==> src/rtl/pxs_game_render_if.sv <==
// ============================================================================
// pxs_game_render_if : pixel stream in/out and game-table read port bundle
// Rev 1.0 : initial release
// ============================================================================
`default_nettype none

interface pxs_game_render_if;
    logic [25:0] RGBStr_i;
    logic [10:0] TabAdd_rd;
    logic [3:0]  TabDat_rd;
    logic [25:0] RGBStr_o;

    // Renderer side: consumes the stream and table data, drives address and output
    modport slave (
        input  RGBStr_i,
        input  TabDat_rd,
        output TabAdd_rd,
        output RGBStr_o
    );

    // Environment side: stream source, table RAM and output sink
    modport master (
        output RGBStr_i,
        output TabDat_rd,
        input  TabAdd_rd,
        input  RGBStr_o
    );
endinterface

`default_nettype wire

==> src/rtl/pxs_game_render.sv <==
// ============================================================================
// pxs_game_render : game-table lookup and sprite overlay on the pixel stream
// Optional macro PXS_RENDER_GRID_EN draws blue grid lines on empty tiles.
// Rev 1.0 : initial release
// ============================================================================
`default_nettype none

module pxs_game_render #(
    parameter int VISIBLECOLS = 640,
    parameter int VISIBLEROWS = 480,
    parameter int TAB_COLS    = 40,
    parameter int BLINK_LOG2  = 4
) (
    input  wire logic          px_clk,
    input  wire logic          rst_n,
    pxs_game_render_if.slave   bus
);
    localparam logic [9:0] C_COLS = 10'(VISIBLECOLS);
    localparam logic [9:0] C_ROWS = 10'(VISIBLEROWS);

    localparam logic [1:0] CODE_NONE   = 2'd0;
    localparam logic [1:0] CODE_GHOST  = 2'd1;
    localparam logic [1:0] CODE_PAC_CL = 2'd2;
    localparam logic [1:0] CODE_PAC_OP = 2'd3;

    logic [9:0]  xc, yc;
    logic [10:0] tab_add_d, tab_add_q;
    logic        off_d, endframe;
    logic [25:0] s1_str_q, s2_str_q, rgb_str_d, rgb_str_q;
    logic [3:0]  s1_x_q, s1_y_q, s2_x_q, s2_y_q;
    logic        s1_off_q, s2_off_q;
    logic [BLINK_LOG2-1:0] frame_cnt_d, frame_cnt_q;
    logic        blink_d, blink_q;

    assign xc = bus.RGBStr_i[22:13];
    assign yc = bus.RGBStr_i[12:3];

    // Stage 0: row*40 as row*32 + row*8, then add the tile column
    always_comb begin
        off_d     = (xc >= C_COLS) || (yc >= C_ROWS);
        tab_add_d = {yc[9:4], 5'b0} + {2'b0, yc[9:4], 3'b0} + {5'b0, xc[9:4]};
        if (off_d) begin
            tab_add_d = 11'd0;
        end
        endframe    = (xc == C_COLS - 10'd1) && (yc == C_ROWS - 10'd1);
        frame_cnt_d = endframe ? frame_cnt_q + 1'b1 : frame_cnt_q;
        blink_d     = blink_q ^ (endframe && (&frame_cnt_q));
    end

    // Stage 2: sprite geometry in half-pixel units around the tile centre
    logic signed [5:0] dx, dy;
    logic [5:0]  adx, ady;
    logic [9:0]  d2;
    logic [1:0]  code;
    logic        active, ghost_body, eye, pac_body, mouth;
    logic [2:0]  rgb;

    always_comb begin
        dx     = $signed({1'b0, s2_x_q, 1'b1}) - 6'sd15;
        dy     = $signed({1'b0, s2_y_q, 1'b1}) - 6'sd15;
        adx    = dx[5] ? 6'(-dx) : 6'(dx);
        ady    = dy[5] ? 6'(-dy) : 6'(dy);
        d2     = ({4'd0, adx} * {4'd0, adx}) + ({4'd0, ady} * {4'd0, ady});
        active = s2_str_q[0];
        code   = (s2_off_q || !active || (bus.TabDat_rd > 4'd3)) ? CODE_NONE
                                                                  : bus.TabDat_rd[1:0];
        ghost_body = (!dy[5] && (adx <= 6'd13)) || (d2 <= 10'd169);
        eye        = ((s2_x_q == 4'd4) || (s2_x_q == 4'd5) || (s2_x_q == 4'd10) ||
                      (s2_x_q == 4'd11)) && ((s2_y_q == 4'd5) || (s2_y_q == 4'd6));
        pac_body   = (d2 <= 10'd196);
        mouth      = dx[5] && (ady < adx);

        rgb = s2_str_q[25:23];
        case (code)
            CODE_GHOST: begin
                if (ghost_body) begin
                    rgb = eye ? 3'b111 : (blink_q ? 3'b101 : 3'b100);
                end
            end
            CODE_PAC_CL: begin
                if (pac_body) rgb = 3'b110;
            end
            CODE_PAC_OP: begin
                if (pac_body && !mouth) rgb = 3'b110;
            end
            default: begin
`ifdef PXS_RENDER_GRID_EN
                if (active && ((s2_x_q == 4'd0) || (s2_y_q == 4'd0))) rgb = 3'b001;
`endif
            end
        endcase
        if (!active) begin
            rgb = 3'b000;
        end
        rgb_str_d = {rgb, s2_str_q[22:0]};
    end

    always_ff @(posedge px_clk or negedge rst_n) begin
        if (!rst_n) begin
            tab_add_q   <= 11'd0;
            s1_str_q    <= 26'd0;
            s1_x_q      <= 4'd0;
            s1_y_q      <= 4'd0;
            s1_off_q    <= 1'b0;
            s2_str_q    <= 26'd0;
            s2_x_q      <= 4'd0;
            s2_y_q      <= 4'd0;
            s2_off_q    <= 1'b0;
            rgb_str_q   <= 26'd0;
            frame_cnt_q <= '0;
            blink_q     <= 1'b0;
        end else begin
            tab_add_q   <= tab_add_d;
            s1_str_q    <= bus.RGBStr_i;
            s1_x_q      <= xc[3:0];
            s1_y_q      <= yc[3:0];
            s1_off_q    <= off_d;
            s2_str_q    <= s1_str_q;
            s2_x_q      <= s1_x_q;
            s2_y_q      <= s1_y_q;
            s2_off_q    <= s1_off_q;
            rgb_str_q   <= rgb_str_d;
            frame_cnt_q <= frame_cnt_d;
            blink_q     <= blink_d;
        end
    end

    assign bus.TabAdd_rd = tab_add_q;
    assign bus.RGBStr_o  = rgb_str_q;

endmodule

`default_nettype wire

==> src/flat_wrapper.sv <==
// flat-port wrapper written by rule: the top's interface ports become plain ports
module pxs_game_render_flat 
#(
    parameter int VISIBLECOLS = 640,
    parameter int VISIBLEROWS = 480,
    parameter int TAB_COLS    = 40,
    parameter int BLINK_LOG2  = 4
)
  (px_clk, rst_n, bus_RGBStr_i, bus_TabDat_rd, bus_TabAdd_rd, bus_RGBStr_o);
  pxs_game_render_if bus_i ();
  input  wire logic px_clk;
  input  wire logic rst_n;
  input wire logic [$bits(bus_i.RGBStr_i)-1:0] bus_RGBStr_i;
  input wire logic [$bits(bus_i.TabDat_rd)-1:0] bus_TabDat_rd;
  output wire logic [$bits(bus_i.TabAdd_rd)-1:0] bus_TabAdd_rd;
  output wire logic [$bits(bus_i.RGBStr_o)-1:0] bus_RGBStr_o;
  assign bus_i.RGBStr_i = bus_RGBStr_i;
  assign bus_i.TabDat_rd = bus_TabDat_rd;
  assign bus_TabAdd_rd = bus_i.TabAdd_rd;
  assign bus_RGBStr_o = bus_i.RGBStr_o;
  pxs_game_render #(.VISIBLECOLS(VISIBLECOLS), .VISIBLEROWS(VISIBLEROWS), .TAB_COLS(TAB_COLS), .BLINK_LOG2(BLINK_LOG2)) u_core (.px_clk(px_clk), .rst_n(rst_n), .bus(bus_i));
endmodule
==> config.mk <==
export PLATFORM = sky130hd
export DESIGN_NAME = pxs_game_render_flat
export DESIGN_NICKNAME = d
export VERILOG_FILES = /design/src/rtl/pxs_game_render_if.sv /design/src/rtl/pxs_game_render.sv /design/src/flat_wrapper.sv
export SDC_FILE = /design/constraint.sdc
export NUM_CORES = 1
export LEC_CHECK = 0
export CAP_MARGIN = 20
export CORE_UTILIZATION = 49
export DETAILED_ROUTE_END_ITERATION = 10
export GPL_TIMING_DRIVEN = 0
export HOLD_SLACK_MARGIN = 0.15
export PLACE_DENSITY = 0.76
export SLEW_MARGIN = 20
export SYNTH_ARGS = -nofsm -noshare
export SYNTH_HDL_FRONTEND = slang
export SYNTH_SLANG_ARGS = --single-unit
==> constraint.sdc <==
create_clock -name px_clk -period 5.5 [get_ports px_clk]
set_clock_uncertainty 0.15 [all_clocks]
set_input_delay 0.825 -clock px_clk [delete_from_list [all_inputs] [get_ports px_clk]]
set_output_delay 0.825 -clock px_clk [all_outputs]
set_load 0.1 [all_outputs]
# Yosys cells after proc, flatten, opt, wreduce, memory -nomap -nowiden
# Cells that the tools add are included.
# totals
reg_bits	112
latch_bits	0
ram_bits	0
rom_bits	0
out_inout_bits	37
wordCells	70
mem_count	0
# op_classes
addsub	8
mul	2
n_div	0
n_lt_le_gt_ge	7
eq_ne	11
shift	0
muxes	11
n_bitwise	1
reduce_logical	18
# op_table
cell	count
10-bit by 8-bit less-or-equal comparator with 1-bit output, second input constant	2
6-bit by 6-bit multiplier with 10-bit output	2
4-bit by 3-bit == test with 1-bit output, second input constant	4
3-bit two-way mux	5
6-bit two-way mux	2
6-bit negation	2
5-bit by 4-bit subtractor with 6-bit output, second input constant	2
11-bit by 6-bit adder with 11-bit output	1
11-bit by 9-bit adder with 11-bit output	1
11-bit two-way mux	1
10-bit adder	1
10-bit == test, second input constant	1
10-bit by 9-bit == test with 1-bit output, second input constant	1
10-bit >= comparator, second input constant	1
10-bit by 9-bit >= comparator with 1-bit output, second input constant	1
3-bit one-hot mux with 3 select lines	1
4-bit == test, second input constant	2
1-bit logical OR	8
6-bit by 4-bit less-or-equal comparator with 1-bit output, second input constant	1
1-bit logical AND	6
6-bit less-than comparator	1
4-bit by 1-bit adder with 4-bit output, second input constant	1
2-bit == test, second input constant	2
4-bit by 2-bit > comparator with 1-bit output, second input constant	1
other kinds (6)	8

# Logic depth before layout (Yosys ltp)
# depth
ltp_word	10
ltp_mapped	21
depth_no_buf	21

# Least setup slack after synthesis
# OpenSTA, ideal clock, no wires.
# synth_timing
kind	register -> register
start	register u_core.s2_str_q[13] (netlist name)
end	register u_core.rgb_str_q[23] (netlist: u_core.bus.RGBStr_o[23])
setup_ns	0.126
t_arrival_ns	5.719
required_ns	5.224
path_slack_ns	-0.496
path_stages_with_launch	22
synth_period_minus_slack_ns	5.996
path_cell_list	dfrtp_1 buf_12 inv_1 ha_1 nor4_4 a22oi_4 nor2_1 fa_1 fa_1 fa_1 inv_1 fa_1 fa_1 inv_1 ha_1 a21o_1 a21oi_1 xnor2_2 or3_4 a21oi_2 o211ai_1 a311o_1
# synth_lines
element	line	source
end signal, assigned	pxs_game_render.sv:122	rgb_str_q <= rgb_str_d;
end, declared	pxs_game_render.sv:29	logic [25:0] s1_str_q, s2_str_q, rgb_str_d, rgb_str_q;

==> impl_metrics.csv <==
group,metric,value,unit
synthesis,ys_ff_latch,96,
synthesis,async_flop_share,100,%
grt,grt_pass1_vias,3138,
flow_run,cap_violations,0,
synthesis,synth.distinct_cells,58,
synthesis,yosysTopAreaCell,"dfrtp_1",
critical_path,required,5.60,ns
pwr,power,2320,uW
sta,slew_viol_final,0,
cells_and_area,num-fill-cells,630,
floorplan,io_pins,69,
route,wl,8.89,mm
grt,antenna_found_initial,0,
sta,rsz0062_at_grt,"yes",
sta,finalWorstSetupSlack,-0.287,ns
grt,grt_max_degree,50,
status,failed_checks,"setup timing",
sta,final-hold-violation-count,0,
synthesis,syn_inst,362,
floorplan,rows,34,
place,dp_slack,-0.749,ns
critical_path,worstSetupPathType,"flop to flop",
floorplan,die_h,98.8,um
cells_and_area,finalNetCount,563,
synthesis,synth_edf_count,0,
cells_and_area,syn2layout_area_growth,30.9,%
cts,cts_hold_buf,0,
cells_and_area,regArea,0.00241,mm2
grt,grt_first_pass_wirelength,15.0,mm
floorplan,die_w,98.8,um
place,io_buffer_count,68,
route,ant_nets,0,
route,vias,2981,
floorplan,initial_core_util,51.6,%
route,via_per_inst,5.11,
cells_and_area,antennaDiodeCount,0,
synthesis,avgSynthCellArea,12.7,um2
synthesis,ys_top_cells_by_area,"dfrtp_1, ha_1, fa_1",
cts,cts_tree,"done",
place,place_congestion,0.872,
cts,insertion_delay,0.36,ns
synthesis,yosys_warnings,0,
synthesis,yosysMostFrequentCell,"dfrtp_1",
pwr,p_leak,0.00273,uW
cts,cts_root_buf,"clkbuf_8",
route,drc,0,
synthesis,seq_area_frac_synth,52.4,%
route,drtIter0Drc,94,
grt,grt-ovfl-total,0,
route,wire_per_inst,15.2,um
sta,slew_headroom,32.1,%
critical_path,cp_max_fo,6,
floorplan,coreArea,0.00889,mm2
cells_and_area,multi_input_area,0.00220,mm2
synthesis,yosys.area.top_type_share,52.4,%
cells_and_area,fin_util,67.5,%
sta,tightest_slew,1.02,ns
route,drtPass1Iterations,4,
pwr,ir_worst_vdd,0.000211,V
cts,cts_sinks,96,
status,status,"finished with violations",
sta,finalSetupViolCount,3,
cts,cts_buffers,9,
sta,finalCritPeriodShare,105,%
critical_path,cp.arrival,5.89,ns
synthesis,synthTopCellsByCount,"dfrtp_1, ha_1, inv_1",
sta,finalSetupTns,-0.829,ns
cts,cts_buffer_depth,2,
sta,period_needed,5.79,ns
cells_and_area,drive_gt1_share,20.0,%
place,dpl.hpwl,6.54,mm
floorplan,die_area,0.00975,mm2
worst_hold_path,hp-class,"flop to flop",
critical_path,cp-start-kind,"flop",
grt,grt.total_usage,20.0,%
synthesis,synthFlopType,"dfrtp_1",
cts,clk_pin_slew,0.11,ns
cts,cts_max_level,3,
synthesis,syn_area,0.00459,mm2
sta,fmax,173,MHz
pwr,power_density,386,mW/mm2
critical_path,end_kind,"flop",
==> power by group <==
group / switching [uW] / total (uW) / internal (uW)
clock network: 268 / 450 / 182
logic: 663 / 1100 / 440
registers: 16.9 / 763 / 746
total: 947 / 2320 / 1370
==> flip-flops by register name, indices dropped and copies added (netlist names) <==
| register | flops |
|---|---|
| u_core.blink_q | 1 |
| u_core.bus.RGBStr_o | 26 |
| u_core.bus.TabAdd_rd | 11 |
| u_core.frame_cnt_q | 4 |
| u_core.s1_off_q | 1 |
| u_core.s1_str_q | 26 |
| u_core.s2_off_q | 1 |
| u_core.s2_str_q | 26 |
==> worst max-delay path: stages, from the launching register on <==
cell	delay, ns
dfrtp_2	0.45
buf_6	0.13
ha_4	0.18
nor2b_4	0.14
xnor2_2	0.16
a22oi_4	0.24
nor2_4	0.05
fa_2	0.55
fa_2	0.44
fa_2	0.59
fa_2	0.45
fa_2	0.39
ha_4	0.25
a21o_1	0.19
a21oi_4	0.17
xnor2_2	0.12
or3_4	0.42
a211oi_4	0.27
nor4_1	0.08
a311o_1	0.27
==> metal layers <==
metal  part of all wire, %  vias to the layer above  wire, um  GRT usage (%)
li1                      -                     1414         -              -
met1                    41                     1501      3680           23.8
met2                    54                       51      4760           36.0
met3                   3.2                       15       282           4.26
met4                   1.9                        0       167           6.66
met5                     0                        -         0              0
==> metrics by stage <==
step	instances	hold slack [ns]	instance area [um2]
floorplan	368	0.181	4660
global placement	544	0.181	5470
detailed placement	545	0.185	5500
CTS	577	0.201	5940
global route	583	0.202	6000
finish	583	0.195	6000
==> cell families (layout without fill, tap and decap cells) <==
group	count (synthesis)	after routing	share of synthesized area, %
AOI/OAI and AO/OA	51	51	7.97
xor gates and xnor gates	18	18	3.76
buffers and inverters	38	145	3.63
muxes	3	3	0.709
DFF	96	96	52.4
and+or+nand+nor	93	93	11.5
adders and majority gates	61	61	19.9
other	2	8	0.164
==> repair_timing <==
action | in CTS | in global routing
gates resized for setup | 26 | 5
pin swaps | 29 | 7
setup buffers | 16 | 6
endpoints found under the setup margin | 3 | 3
==> layout by cell type (no fill, tap or decap), drive strengths merged, types with 2 or more instances in the layout <==
master         count
nand2             18
nand2b             5
o211ai             4
a21o               7
buf               26
o21ai             13
clkbuf             9
nor4               5
nor3               6
nor4b              2
a21oi             12
xor2               8
xnor2             10
nor2              29
or2                2
clkdlybuf4s50     67
and2               7
and4b              2
inv               39
mux2               2
a41oi              2
o21a               3
conb               8
nor3b              3
fa                20
nand3              3
nand4              3
dfrtp             96
nor2b              5
clkinv             3
ha                41
==> path summary, 6_finish.rpt <==
check,start,endpoint,slack [ns],cells past startpoint
hold reg to reg,u_core.s1_str_q[17],u_core.s2_str_q[17],0.19,0
setup / recovery,u_core.s2_str_q[13],u_core.bus.RGBStr_o[23],-0.29,19
min in group asynchronous,rst_n,u_core.bus.TabAdd_rd[6],0.30,1
hold / removal,u_core.s1_str_q[17],u_core.s2_str_q[17],0.19,0
max in group asynchronous,rst_n,u_core.s2_str_q[3],4.24,2
setup reg to reg,u_core.s2_str_q[13],u_core.bus.RGBStr_o[23],-0.29,19
==> cell type report <==
class	instances	share of cell area [%]
Sequential cell	96	40.1
Multi-Input combinational cell	234	36.7
Timing Repair Buffer	91	14.7
Inverter	36	2.31
Tap cell	108	2.25
Clock buffer	9	2.06
Clock inverter	7	1.35
Buffer	2	0.521
(Power assumes the default switching activity.)
